### config.mk
export PLATFORM = sky130hd
export DESIGN_NAME = rvvi_trace_packetizer
export DESIGN_NICKNAME = d
export VERILOG_FILES = /design/src/rtl/rvvi_trace_packetizer.sv
export SDC_FILE = /design/constraint.sdc
export NUM_CORES = 2
export LEC_CHECK = 0
export CAP_MARGIN = 20
export CORE_ASPECT_RATIO = 1.25
export CORE_UTILIZATION = 58
export DETAILED_ROUTE_END_ITERATION = 16
export PLACE_DENSITY = 0.78
export SLEW_MARGIN = 20
export SYNTH_ARGS = -nofsm -noshare
export SYNTH_HDL_FRONTEND = slang
export SYNTH_SLANG_ARGS = --single-unit
### constraint.sdc
create_clock -name clk -period 25.2 [get_ports clk]
set_input_delay 5.04 -clock clk [delete_from_list [all_inputs] [get_ports clk]]
set_output_delay 5.04 -clock clk [all_outputs]
set_load 0.01 [all_outputs]
### src/rtl/rvvi_trace_packetizer.sv
// rvvi_trace_packetizer
//   Buffers retirement records from the core's retire stage in a small FIFO
//   and serializes each one into a framed packet of 64-bit words for the host
//   RVVI trace decoder. Word order is header, PC, instruction, then the GPR
//   data word and the CSR data word only when those writes are present.
//
// Ports
//   clk, reset                 rising-edge clock, async active-high reset
//   in_valid / in_ready        retirement record handshake
//   in_hart, in_trap, in_pc, in_insn, in_gpr_*, in_csr_*   record fields
//   out_valid / out_ready      packet word handshake
//   out_data, out_last         packet word, final-word marker
//   seq_num                    sequence number of the next packet to be sent
module rvvi_trace_packetizer #(
  parameter int XLEN      = 64,
  parameter int DEPTH     = 4,
  parameter int HART_BITS = 3
) (
  input  logic                 clk,
  input  logic                 reset,
  input  logic                 in_valid,
  output logic                 in_ready,
  input  logic [HART_BITS-1:0] in_hart,
  input  logic                 in_trap,
  input  logic [XLEN-1:0]      in_pc,
  input  logic [31:0]          in_insn,
  input  logic                 in_gpr_wen,
  input  logic [4:0]           in_gpr_idx,
  input  logic [XLEN-1:0]      in_gpr_data,
  input  logic                 in_csr_wen,
  input  logic [11:0]          in_csr_idx,
  input  logic [XLEN-1:0]      in_csr_data,
  output logic                 out_valid,
  input  logic                 out_ready,
  output logic [63:0]          out_data,
  output logic                 out_last,
  output logic [15:0]          seq_num
);

  localparam int AW = $clog2(DEPTH);
  localparam int CW = AW + 1;

  // Record as stored: data already zero-extended, write flags already
  // reduced to their effective values (x0 writes dropped).
  typedef struct packed {
    logic [HART_BITS-1:0] hart;
    logic                 trap;
    logic [63:0]          pc;
    logic [31:0]          insn;
    logic                 g;
    logic [4:0]           gidx;
    logic [63:0]          gdata;
    logic                 c;
    logic [11:0]          cidx;
    logic [63:0]          cdata;
  } rec_t;

  typedef enum logic [2:0] {IDLE, HDR, PC, INS, GPR, CSR} state_t;

  // ---------------------------------------------------------------- FIFO
  rec_t          mem [DEPTH];
  logic [AW-1:0] wr_ptr, rd_ptr;
  logic [CW-1:0] count, count_n;
  logic          in_ready_q;
  logic          push, pop;
  rec_t          wr_rec;

  always_comb begin
    wr_rec       = '0;
    wr_rec.hart  = in_hart;
    wr_rec.trap  = in_trap;
    wr_rec.pc    = 64'(in_pc);
    wr_rec.insn  = in_insn;
    wr_rec.g     = in_gpr_wen && (in_gpr_idx != 5'd0);
    wr_rec.gidx  = wr_rec.g ? in_gpr_idx : 5'd0;
    wr_rec.gdata = 64'(in_gpr_data);
    wr_rec.c     = in_csr_wen;
    wr_rec.cidx  = in_csr_wen ? in_csr_idx : 12'd0;
    wr_rec.cdata = 64'(in_csr_data);
  end

  // in_ready_q is low whenever the FIFO is full, so a full FIFO never takes a
  // push even when the packet in flight pops in the same cycle.
  assign push     = in_valid && in_ready_q;
  assign in_ready = in_ready_q;
  assign count_n  = count + CW'(push) - CW'(pop);

  always_ff @(posedge clk) begin
    if (push) mem[wr_ptr] <= wr_rec;
  end

  // ---------------------------------------------------------------- packetizer
  state_t      state, state_n;
  rec_t        cur, cur_n, src;
  logic [15:0] seq_q, seq_n;
  logic        load, eop;
  logic [63:0] word_n;
  logic        last_n;
  logic        out_valid_q, out_last_q;
  logic [63:0] out_data_q;
  logic        fire;

  assign fire = out_valid_q && out_ready;

  function automatic logic [63:0] header(input rec_t r, input logic [15:0] s);
    return {8'hA5, (r.trap ? 8'h02 : 8'h01), 8'(r.hart),
            4'd3 + {3'b0, r.g} + {3'b0, r.c}, r.g, r.c,
            r.gidx, r.cidx, 1'b0, s};
  endfunction

  always_comb begin
    state_n = state;
    seq_n   = seq_q;
    load    = 1'b0;
    eop     = 1'b0;
    pop     = 1'b0;
    case (state)
      IDLE: if (count != '0) begin
        state_n = HDR;
        load    = 1'b1;
      end
      HDR: if (fire) state_n = PC;
      PC:  if (fire) state_n = INS;
      INS: if (fire) begin
        if (cur.g)      state_n = GPR;
        else if (cur.c) state_n = CSR;
        else            eop     = 1'b1;
      end
      GPR: if (fire) begin
        if (cur.c) state_n = CSR;
        else       eop     = 1'b1;
      end
      CSR: if (fire) eop = 1'b1;
      default: state_n = IDLE;
    endcase

    // End of packet: the head record is retired; chain straight into the
    // next header when another record is already buffered behind it.
    if (eop) begin
      pop   = 1'b1;
      seq_n = seq_q + 16'd1;
      if (count > CW'(1)) begin
        state_n = HDR;
        load    = 1'b1;
      end else begin
        state_n = IDLE;
      end
    end
  end

  // The record being packetized is the FIFO head; at end of packet the head
  // is about to be popped, so the next one sits one slot further on.
  assign src   = eop ? mem[rd_ptr + AW'(1)] : mem[rd_ptr];
  assign cur_n = load ? src : cur;

  // Output word is registered and computed from the next state, so it is
  // stable for as long as the state does not advance.
  always_comb begin
    word_n = '0;
    last_n = 1'b0;
    case (state_n)
      HDR: word_n = header(cur_n, seq_n);
      PC:  word_n = cur_n.pc;
      INS: begin
        word_n = {32'b0, cur_n.insn};
        last_n = !cur_n.g && !cur_n.c;
      end
      GPR: begin
        word_n = cur_n.gdata;
        last_n = !cur_n.c;
      end
      CSR: begin
        word_n = cur_n.cdata;
        last_n = 1'b1;
      end
      default: ;
    endcase
  end

  always_ff @(posedge clk or posedge reset) begin
    if (reset) begin
      state       <= IDLE;
      cur         <= '0;
      seq_q       <= '0;
      count       <= '0;
      wr_ptr      <= '0;
      rd_ptr      <= '0;
      in_ready_q  <= 1'b0;
      out_valid_q <= 1'b0;
      out_data_q  <= '0;
      out_last_q  <= 1'b0;
    end else begin
      state       <= state_n;
      cur         <= cur_n;
      if (eop) seq_q <= seq_n;
      count       <= count_n;
      if (push) wr_ptr <= wr_ptr + AW'(1);
      if (pop)  rd_ptr <= rd_ptr + AW'(1);
      in_ready_q  <= (count_n != CW'(DEPTH));
      out_valid_q <= (state_n != IDLE);
      out_data_q  <= word_n;
      out_last_q  <= last_n;
    end
  end

  assign out_valid = out_valid_q;
  assign out_data  = out_data_q;
  assign out_last  = out_last_q;
  assign seq_num   = seq_q;

endmodule

# == After elaboration in Yosys (flattened, before gate mapping) ==
# Memories as Yosys holds them, arrays and structs flattened.
# Cells that the tools add are included.
# totals
memories,1
ramBits,988
input_bits,251
output_inout_bits,83
reg_bits,340
wordCells,80
# memory_table
memory,depth,width,rd,rd_ports_with_merged_regs,write_ports,line,text
mem,4,247,2,0,1,61,rec_t mem [DEPTH];
# classes
n_reduce_logical,10
order_cmp,1
n_eq_ne,11
n_mux,31
n_addsub,7
# ops
cell,n
$mux W247,2
$pmux W64 S5,1
$mux W3,8
$pmux W3 S6,1
$add A16 B1 Y16 const B,1
$mux W16,1
$mux W1,13
$eq A3 B2 Y1 const B,4
$eq A3 B3 Y1 const B,4
$mux W12,1
$eq A3 B1 Y1 const B,2
$pmux W1 S3,2
$reduce_bool A3 Y1,2
$mux W5,1
$reduce_bool A5 Y1,1
$add A2 B1 Y2 const B,2
$add A3 B1 Y4,1
$logic_and A1 B1 Y1,4
$add A2 B1 Y3 const A,1
$add A3 B1 Y3,1
$gt A3 B1 Y1 const B,1
$logic_not A3 Y1,1
$ne A3 B3 Y1 const B,1
$sub A3 B1 Y3,1
2 further kinds,3

# == Longest topological paths before layout ==
# depth
word_depth,9
mapped_depth,15
mapped_depth_nobuf,10

# == Worst setup path after synthesis ==
# Ideal clock, no wire load.
# synth_path
kind,input to register
startpoint,input in_valid
endpoint,"memory mem[2][0] in the netlist's numbering, enable pin"
required_ps,24560
n_path_buf,0
arrival_ps,10719
cell_stages,1
setup_time_ps,640
path_slack_ps,13840
path_cell_list,and3_1
# synth_between
elab_chain_cells,3
# synth_rtl
element,line,text
start: declaration,21,"input logic in_valid,"
$logic_and A1 B1 Y1,84,assign push = in_valid && in_ready_q;
$mux W1,89,if (push) mem[wr_ptr] <= wr_rec;
$mux W1 (implied by the code),89,
end: declaration,61,
# Every way passes these cells.

==> impl_metrics.csv <==
group,metric,value,unit
setup_path,crit_slowest_cell,"buf_4",
logic_synthesis,netlist_area,58060,µm²
sta,fin_skew,0.04095,ns
layout,layout_common_cells,"edfxtp_1 (988), dfrtp_1 (338), clkdlybuf4s50_1 (333)",
power,p_sw_frac,0.3946,
worst_hold_path,hold_depth,2,
clocking,cts_made_buffers,121,
setup_path,crit_start,"out_ready",
logic_synthesis,ys_types,93,
drt,ant_nets,0,
global_routing,globalRouteOverflowTotal,0,
sta,rsz0062_at_grt,"no",
run,max_cap_violations,0,
die,ioPinCount,334,
setup_path,reg2reg_to,"out_data[62]",
sta,fin_tns_setup,0,ns
clocking,cts_tree,"yes",
drt,dr.pass1.iters,6,
layout,instances_no_fill,5922,
place,dp.final_hpwl,100700,µm
logic_synthesis,synth_edf_count,988,
clocking,cts.sinks,1328,
clocking,cts.repair.resized,0,
global_routing,grt_pass1_wl,248100,µm
setup_path,r2r_slack,20.23,ns
clocking,insertion_delay,0.76,ns
global_routing,grt_start_max_net_pins,248,
logic_synthesis,synthCells,4363,
drt,wirelength,168900,µm
power,p_seq_frac,0.377,
layout,drive_above_1_share,0.1080,
sta,max_slew_margin,0.1171,
layout,utilization,0.6670,
global_routing,grt_pass1_vias,38590,
drt,vias,40380,
logic_synthesis,yosys_most_used_dff,"edfxtp_1",
power,vdd_drop_max,0.1465,mV
die,fp.dieH,355.7,µm
place,dpl.cell_count,5663,
die,start_util,0.5859,
drt,via_per_inst,6.819,
sta,slew_viol_final,0,
clocking,postCtsHoldBufs,0,
drt,drc_errors,0,
drt,met1_length,61310,µm
drt,drtIter0Drc,5026,
power,p_clk_frac,0.221,
sta,layout_min_cycle_time,8.851,ns
setup_path,arrival,9.50,ns
sta,setup_violations,0,
power,pwr-share-comb,0.403,
logic_synthesis,synth_top_area_share,0.5110,
global_routing,track_usage,0.3281,
logic_synthesis,ys_ff_latch,1328,
power,p_int,5.211,mW
clocking,h-tree-depth,3,
setup_path,cp_cell_sequence,"clkdlybuf4s50_1, and4b_1, a22oi_4, buf_4, buf_4, buf_4, or3_1, a31oi_1, o31ai_1, a221o_1",
drt,dr_wl_met2,81090,µm
die,die-area,101400,µm²
place,post-place-ws,15.76,ns
layout,fin_nets,4737,
die,core-area,99100,µm²
setup_path,cp-end-kind,"flip-flop",
power,p_switching,3.396,mW
setup_path,crit_required,25.85,ns
worst_hold_path,hp-start,"cur[10]",
logic_synthesis,syn_avg_cell_area,13.31,µm²
drt,post_drt_wl_per_cell,28.52,µm
power,power.leakage,22.88,nW
layout,fillers,6917,
logic_synthesis,async_reset_ff_frac,0.2560,
logic_synthesis,syn_nets,4624,
setup_path,crit_path_max_fanout,76,
sta,finalWorstSetupSlack,16.35,ns
logic_synthesis,ys_top_cells_by_area,"edfxtp_1 (51%), dfrtp_1 (15%), o221ai_1 (3.9%)",
layout,syn2layout_area_growth,13.85,%
sta,fmax,113.0,MHz
die,row_count,129,
drt,wl_met3,18560,µm
setup_path,r2r_cells,8,
worst_hold_path,min_delay_worst_endpoint,"cur[10]",
setup_path,max_stage_delay,0.79,ns
clocking,cts_setup_buffers,0,
sta,worst_pin_slew,1.324,ns
sta,fin_crit_sh,0.3512,
die,die_x,285.0,µm
clocking,clk_root_buffer_cell,"clkbuf_16",
logic_synthesis,yosysTopAreaCell,"edfxtp_1",
setup_path,start_kind,"input pin",
power,power_density,130.2,nW/µm²
drt,highest_layer,"met5",
setup_path,worst_path_most_repeated_cell,"buf_4",
setup_path,worst-setup-path-type,"input pin to flip-flop",
status,status,"complete, no violations",
setup_path,crit_buf_inv,4,
clocking,cts.clk_slew.worst_paths,0.07,ns
worst_hold_path,hold_path_class,"flip-flop to flip-flop",
layout,mostFrequentLayoutCell,"edfxtp_1",
setup_path,cp_top_family,"buffers and inverters",
logic_synthesis,synth-seq-area-share,0.6575,
logic_synthesis,yosys_warnings,0,
place,io_buffers,333,
setup_path,r2r-start,"rd_ptr[1]",
global_routing,antenna_found_initial,43,
clocking,cts_max_path_buffers,3,
sta,finalHoldViolations,0,
place,gp_congestion,0.8760,
==> cells by family after synthesis <==
| logic type | Yosys count | share of synthesized area |
|---|---|---|
| flops | 1328 | 0.6575 |
| simple gates | 964 | 0.07663 |
| buf+inv | 467 | 0.03545 |
| compound gates | 1233 | 0.1622 |
| mux | 343 | 0.06305 |
| xor+xnor | 18 | 0.002844 |
| fa+ha+maj | 10 | 0.002284 |
==> synth_stat cells, types with 7 or more instances <==
| library cell | n |
|---|---|
| edfxtp_1 | 988 |
| dfrtp_1 | 340 |
| nand2_1 | 289 |
| o221ai_1 | 256 |
| nor3_1 | 230 |
| clkbuf_1 | 219 |
| nor2_1 | 215 |
| mux2_2 | 181 |
| a21oi_1 | 173 |
| mux2i_1 | 161 |
| buf_2 | 140 |
| o2bb2ai_1 | 135 |
| o21ai_1 | 123 |
| nand3_1 | 69 |
| a221oi_1 | 64 |
| a31oi_1 | 60 |
| inv_1 | 56 |
| o21ai_0 | 55 |
| a221o_1 | 53 |
| o21a_1 | 50 |
| or3_1 | 41 |
| and3_1 | 36 |
| o211ai_1 | 32 |
| o31ai_1 | 27 |
| a22o_1 | 23 |
| o22a_1 | 23 |
| o311ai_0 | 23 |
| and2_1 | 22 |
| buf_1 | 21 |
| o31ai_2 | 20 |
| nor2b_1 | 19 |
| buf_4 | 16 |
| a22oi_1 | 12 |
| a2111oi_0 | 11 |
| nand4_1 | 11 |
| o2111ai_1 | 11 |
| xnor2_1 | 11 |
| a311oi_1 | 9 |
| buf_6 | 9 |
| ha_1 | 9 |
| a211oi_1 | 8 |
| nor4_1 | 8 |
| a2111oi_1 | 7 |
==> power groups by stage <==
stage / combinational, mW / sequential, mW / clock [mW]
3_3_place_gp: 3.30 / 3.25 / 0
2_1_floorplan: 2.35 / 3.24 / 0
3_5_place_dp: 3.38 / 3.27 / 0
5_1_grt: 3.67 / 3.28 / 1.99
6_report: 3.46 / 3.24 / 1.90
4_1_cts: 3.40 / 3.23 / 1.91
==> metal layers <==
metal	up-vias	global-route usage
li1	17450	-
met1	20210	0.4237
met2	2348	0.5182
met3	352	0.08220
met4	20	0.1660
met5	-	0
==> worst register-to-register path: cells and delay by family (launching register included) <==
family,cells,cell delay [ns]
muxes,1,0.29
AOI/OAI and AO/OA,4,1.16
DFF,1,0.75
buffers and inverters,3,2.74
==> flip-flops by register name, summed over array words and instances (netlist names) <==
| register | cells |
|---|---|
| mem | 988 |
| cur | 247 |
| out_data | 64 |
| seq_num | 16 |
| count | 3 |
| state | 3 |
| rd_ptr | 2 |
| wr_ptr | 2 |
| in_ready | 1 |
| out_last | 1 |
| out_valid | 1 |
==> area by class of cell <==
| cell class | count | area, µm² | share of cell area |
|---|---|---|---|
| clock inverter | 60 | 600.6 | 0.009085 |
| sequential | 1328 | 38180 | 0.5776 |
| antenna | 27 | 67.56 | 0.001022 |
| inverter | 62 | 269.0 | 0.004069 |
| tap | 1310 | 1639 | 0.02480 |
| timing repair buffer | 395 | 3886 | 0.05879 |
| multi-input combinational | 2568 | 17920 | 0.2710 |
| clock buffer | 172 | 3541 | 0.05357 |
==> metrics by stage <==
| step | cell area (µm²) | total power [mW] | hold WS, ns |
|---|---|---|---|
| CTS | 66040 | 8.545 | 0.4647 |
| floorplan | 58060 | 5.594 | 0.4327 |
| global placement | 61900 | 6.544 | 0.4440 |
| detailed placement | 61900 | 6.648 | 0.4510 |
| finish | 66100 | 8.607 | 0.4709 |
| global route | 66100 | 8.947 | 0.4923 |
==> worst max path at each step <==
| stage | slack [ns] | end | cells after the start |
|---|---|---|---|
| after floorplan | 10.74 | count[0] | 1 |
| final | 16.35 | out_data[26] | 10 |
| after detailed placement | 15.76 | out_data[18] | 9 |
| after global placement | 15.85 | out_data[18] | 9 |
| after CTS | 16.56 | out_data[18] | 9 |
| after global routing | 16.23 | out_data[21] | 10 |
Note: power is estimated with default switching activity, not from simulation.
